### src/rtl/pal_syncgen_if.sv
// rtl/pal_syncgen_if.sv - raster position and sync bundle from the PAL timing generator
interface pal_syncgen_if;
   logic [8:0] hc;
   logic [8:0] vc;
   logic       blank;
   logic       csync_n;
   logic       frame_tick;

   modport master (output hc, vc, blank, csync_n, frame_tick);
   modport slave  (input  hc, vc, blank, csync_n, frame_tick);
endinterface

### src/rtl/pal_syncgen.sv
// rtl/pal_syncgen.sv - PAL raster counters with composite sync, blank and frame tick
// Sync/blank/tick are registered decodes of the previous hc/vc, matching the frame generator's one-cycle video path.
module pal_syncgen #(
   parameter int HTOTAL      = 448,
   parameter int HACTIVE     = 390,
   parameter int HSYNC_START = 400,
   parameter int HSYNC_LEN   = 33,
   parameter int EQ_LEN      = 16,
   parameter int BROAD_LEN   = 191,
   parameter int VTOTAL      = 312,
   parameter int VACTIVE     = 304
) (
   input  logic          clk7,
   input  logic          rst_n,
   pal_syncgen_if.master sg
);
   localparam int HALF = HTOTAL / 2;

   localparam logic [8:0] H_LAST  = 9'(HTOTAL - 1);
   localparam logic [8:0] V_LAST  = 9'(VTOTAL - 1);
   localparam logic [8:0] V_EQ1   = 9'(VACTIVE);
   localparam logic [8:0] V_BROAD = 9'(VACTIVE + 2);
   localparam logic [8:0] V_EQ2   = 9'(VACTIVE + 4);
   localparam logic [8:0] V_NORM  = 9'(VACTIVE + 6);

   logic [8:0] hc_q, hc_d;
   logic [8:0] vc_q, vc_d;
   logic       blank_q, blank_d;
   logic       csync_n_q, csync_n_d;
   logic       frame_tick_q, frame_tick_d;

   logic [8:0] sl;
   logic [8:0] p;
   logic [7:0] q;
   logic       sync_low;

   always_comb begin
      hc_d = (hc_q == H_LAST) ? '0 : hc_q + 9'd1;
      vc_d = vc_q;
      if (hc_q == H_LAST) begin
         vc_d = (vc_q == V_LAST) ? '0 : vc_q + 9'd1;
      end

      // Sync lines start at HSYNC_START, so the part of a line before it belongs to the previous sync line.
      if (hc_q >= 9'(HSYNC_START)) begin
         sl = vc_q;
         p  = hc_q - 9'(HSYNC_START);
      end else begin
         sl = (vc_q == '0) ? V_LAST : vc_q - 9'd1;
         p  = hc_q + 9'(HTOTAL - HSYNC_START);
      end
      q = (p >= 9'(HALF)) ? 8'(p - 9'(HALF)) : p[7:0];

      if ((sl >= V_EQ1 && sl < V_BROAD) || (sl >= V_EQ2 && sl < V_NORM)) begin
         sync_low = (q < 8'(EQ_LEN));
      end else if (sl >= V_BROAD && sl < V_EQ2) begin
         sync_low = (q < 8'(BROAD_LEN));
      end else begin
         sync_low = (p < 9'(HSYNC_LEN));
      end

      blank_d      = !((hc_q < 9'(HACTIVE)) && (vc_q < 9'(VACTIVE)));
      csync_n_d    = !sync_low;
      frame_tick_d = (hc_q == '0) && (vc_q == '0);
   end

   always_ff @(posedge clk7 or negedge rst_n) begin
      if (!rst_n) begin
         hc_q         <= '0;
         vc_q         <= '0;
         blank_q      <= 1'b1;
         csync_n_q    <= 1'b1;
         frame_tick_q <= 1'b0;
      end else begin
         hc_q         <= hc_d;
         vc_q         <= vc_d;
         blank_q      <= blank_d;
         csync_n_q    <= csync_n_d;
         frame_tick_q <= frame_tick_d;
      end
   end

   assign sg.hc         = hc_q;
   assign sg.vc         = vc_q;
   assign sg.blank      = blank_q;
   assign sg.csync_n    = csync_n_q;
   assign sg.frame_tick = frame_tick_q;
endmodule

### src/flat_wrapper.sv
// flat-port wrapper written by rule: the top's interface ports become plain ports
module pal_syncgen_flat 
#(
   parameter int HTOTAL      = 448,
   parameter int HACTIVE     = 390,
   parameter int HSYNC_START = 400,
   parameter int HSYNC_LEN   = 33,
   parameter int EQ_LEN      = 16,
   parameter int BROAD_LEN   = 191,
   parameter int VTOTAL      = 312,
   parameter int VACTIVE     = 304
)
  (clk7, rst_n, sg_hc, sg_vc, sg_blank, sg_csync_n, sg_frame_tick);
  pal_syncgen_if sg_i ();
  input  logic clk7;
  input  logic rst_n;
  output wire logic [$bits(sg_i.hc)-1:0] sg_hc;
  output wire logic [$bits(sg_i.vc)-1:0] sg_vc;
  output wire logic [$bits(sg_i.blank)-1:0] sg_blank;
  output wire logic [$bits(sg_i.csync_n)-1:0] sg_csync_n;
  output wire logic [$bits(sg_i.frame_tick)-1:0] sg_frame_tick;
  assign sg_hc = sg_i.hc;
  assign sg_vc = sg_i.vc;
  assign sg_blank = sg_i.blank;
  assign sg_csync_n = sg_i.csync_n;
  assign sg_frame_tick = sg_i.frame_tick;
  pal_syncgen #(.HTOTAL(HTOTAL), .HACTIVE(HACTIVE), .HSYNC_START(HSYNC_START), .HSYNC_LEN(HSYNC_LEN), .EQ_LEN(EQ_LEN), .BROAD_LEN(BROAD_LEN), .VTOTAL(VTOTAL), .VACTIVE(VACTIVE)) u_core (.clk7(clk7), .rst_n(rst_n), .sg(sg_i));
endmodule
### config.mk
export PLATFORM = sky130hd
export DESIGN_NAME = pal_syncgen_flat
export DESIGN_NICKNAME = d
export VERILOG_FILES = /design/src/rtl/pal_syncgen_if.sv /design/src/rtl/pal_syncgen.sv /design/src/flat_wrapper.sv
export SDC_FILE = /design/constraint.sdc
export NUM_CORES = 1
export LEC_CHECK = 0
export ABC_AREA = 1
export CAP_MARGIN = 20
export CORE_MARGIN = 2
export CORE_UTILIZATION = 33
export CTS_BUF_LIST = sky130_fd_sc_hd__clkbuf_4 sky130_fd_sc_hd__clkbuf_8 sky130_fd_sc_hd__clkbuf_16
export DETAILED_ROUTE_END_ITERATION = 7
export PLACE_DENSITY = 0.64
export SYNTH_ARGS = -nofsm -noshare
export SYNTH_HDL_FRONTEND = slang
export SYNTH_SLANG_ARGS = --single-unit
### constraint.sdc
create_clock -name clk7 -period 2.2 [get_ports clk7]
set_clock_uncertainty 0.1 [all_clocks]
set_input_delay 0.55 -clock clk7 [delete_from_list [all_inputs] [get_ports clk7]]
set_output_delay 0.55 -clock clk7 [all_outputs]
set_load 0.02 [all_outputs]
==> run_results.csv <==
group,metric,value,unit
status,status,"finished, final reports clean",
global_routing,antenna_found_initial,0,
clocking,hold_buffers,0,
power,ir_drop,0.282,mV
die,start_util,34.8,%
drt,met2_length,1700,µm
worst_hold_path,min-delay-start,"u_core.sg.hc[0]",
layout,finalInstanceArea,2160,µm²
critical_path,cp.arrival,1.48,ns
run,maxCapViolCount,0,
die,die_w,75.0,µm
layout,syn2layout_area_growth,29.5,%
placed_design,placed_area,2050,µm²
synth,async_flop_share,100,%
clocking,cts_buffer_depth,2,
global_routing,grt_max_degree,22,
layout,postLayoutCoreUtil,45.0,%
synth,postSynthCellCount,224,
timing,setup_violations,0,
critical_path,rrSetupSlack,0.13,ns
placed_design,dp_slack,0.133,ns
synth,synth_fp_nets,236,
timing,hold_violations,0,
drt,wl_per_cell,11.7,µm
die,core-area,4790,µm²
timing,setup_tns,0,ns
clocking,cts_tree,"done",
clocking,clkTransAtPathRegs,0.09,ns
synth,ys_seq_elements,21,
worst_hold_path,hp-class,"reg -> reg",
worst_hold_path,holdPathStages,1,
timing,timing.fmax,469,MHz
power,totalPowerFinal,0.668,mW
critical_path,path_class,"reg -> out",
critical_path,cp_cell_sequence,"buf_4, clkdlybuf4s50_1",
layout,antenna_cells,0,
clocking,clk_latency,0.27,ns
clocking,cts_root_buf,"clkbuf_8",
critical_path,slowest_stage,"clkdlybuf4s50_1",
clocking,cts_made_buffers,3,
timing,finalCritPeriodShare,96.8,%
drt,routed.top_layer,"met4",
die,io_pins,23,
global_routing,grt_first_pass_wirelength,6420,µm
worst_hold_path,worstHoldEndpoint,"u_core.sg.hc[0]",
critical_path,rr_startpoint,"u_core.sg.hc[5]",
layout,n_fill_cell,485,
timing,tightest_slew,0.310,ns
critical_path,max_stage_delay,0.61,ns
synth,yosys_warnings,0,
layout,layout.cells.most_common,"nand2_1",
global_routing,grt_usage,14.9,%
power,pwr_density_cell,310,nW/µm²
power,p_leak,1.05,nW
critical_path,ff2ff_path_depth,16,
synth,synth.distinct_cells,35,
drt,wl_met1,1930,µm
timing,setup_slack,0.0700,ns
clocking,cts.sinks,21,
critical_path,crit-reg2reg-capture,"u_core.sg.csync_n",
synth,netlist_area,1660,µm²
drt,vias_per_cell,4.66,
critical_path,end_kind,"output pin",
critical_path,worstPathRequired,1.55,ns
drt,drt-pass1-iter-count,4,
drt,vias,1532,
drt,antenna_left,0,
drt,wirelength,3850,µm
timing,grt_setup_unrepaired,"false",
layout,final_cell_mix,"nand2_1 (44), inv_1 (27), clkdlybuf4s50_1 (22), nand3_1 (21), nor2_1 (20)",
timing,min_period,2.13,ns
drt,dr.first_iter.drc_count,82,
timing,slew_headroom,79.3,%
critical_path,start_kind,"register",
layout,drive_above_1_share,24.8,%
synth,syn_avg_cell_area,7.43,µm²
global_routing,grt_overflow,0,
synth,synth_edf_count,0,
placed_design,port_buffers,22,
timing,drv_slew,0,
placed_design,dpl.hpwl,2960,µm
die,rows,25,
clocking,cts_htree_levels,1,
critical_path,path_max_fanout,8,
synth,seq_area_frac_synth,31.7,%
die,die_area,5630,µm²
global_routing,grt_pass1_vias,1448,
placed_design,gp_congestion,0.843,
synth,dominantRegCellSynth,"dfrtp_1",
die,die_h,75.0,µm
layout,fin_nets,275,
drt,wl_met3,118,µm
drt,drc,0,
[metal layers]
| layer | track usage [%] | vias up |
|---|---|---|
| met4 | 6.55 | 0 |
| met5 | 0 | - |
| met2 | 22.5 | 26 |
| met3 | 2.01 | 9 |
| li1 | - | 793 |
| met1 | 21.2 | 704 |
[worst max-delay path: cells and delay by family, from the launching register on]
kind	cells	cell delay [ns]
flip-flops	1	0.42
buffers and inverters	2	0.79
[synth_stat cells (2+ instances only)]
cell type | instances | area (µm²)
ha_1 | 10 | 125
nor2_4 | 3 | 33.8
nand2_4 | 6 | 67.6
inv_4 | 2 | 12.5
o21ai_0 | 9 | 45.0
nand2_1 | 46 | 173
nor2_2 | 4 | 25.0
nand3_1 | 21 | 105
dfstp_2 | 2 | 52.6
inv_2 | 5 | 18.8
nor3_1 | 4 | 20.0
nor2_1 | 21 | 78.8
nand2_2 | 6 | 37.5
a21oi_1 | 13 | 65.1
nand4_1 | 3 | 18.8
inv_1 | 28 | 105
nor3_2 | 2 | 20.0
dfrtp_1 | 19 | 475
xor2_1 | 4 | 35.0
[power breakdown]
part | leakage (nW) | total (mW) | internal [mW] | switching, mW
Sequential | 0.270 | 0.386 | 0.386 | 0
Combinational | 0.755 | 0.0106 | 0.00272 | 0.00783
Clock | 0.0217 | 0.272 | 0.128 | 0.144
[state kept, by name, indices dropped and copies added (netlist names)]
signal	cells
u_core.sg.hc	9
u_core.sg.vc	9
u_core.sg.blank	1
u_core.sg.csync_n	1
u_core.sg.frame_tick	1
[how the worst max path moves through the flow]
stage / end / start / slack, ns
global placement: u_core.sg.csync_n / u_core.sg.hc[6] / 0.16
detailed placement: u_core.sg.csync_n / u_core.sg.hc[5] / 0.13
finish: sg_hc[4] / u_core.sg.hc[4] / 0.07
CTS: sg_hc[6] / u_core.sg.hc[6] / 0.07
floorplan: u_core.sg.csync_n / u_core.sg.hc[4] / 0.008
global route: u_core.sg.csync_n / u_core.sg.hc[5] / 0.0004
[cells by family after synthesis]
family | synth area share, %
adder cells (fa/ha/maj) | 7.52
XOR/XNOR | 3.08
AND/OR/NAND/NOR | 39.3
AO/OA/AOI/OAI | 8.72
buffers and inverters | 9.62
flip-flops | 31.7
[per-stage QoR]
stage          hold WS, ns  std cells
2_1_floorplan        0.154        224
3_3_place_gp         0.425        323
3_5_place_dp         0.424        323
6_report             0.439        329
5_1_grt              0.467        329
4_1_cts              0.444        327
[repair_timing]
item / 4_1_cts / 5_1_grt
setup buffers: 0 / 2
setup endpoints to repair: 0 / 2
resized for setup: 0 / 11
[final cells by class]
cell class / count / area [µm²] / area share [%]
flip-flops and latches: 21 / 532 / 24.7
repair buffers: 37 / 333 / 15.4
multi-input cells: 165 / 1020 / 47.3
inverters: 35 / 139 / 6.44
clock buffers: 3 / 41.3 / 1.92
clock inverters: 1 / 7.51 / 0.348
well taps: 67 / 83.8 / 3.89
No activity file was read; power rests on OpenSTA's default activity.
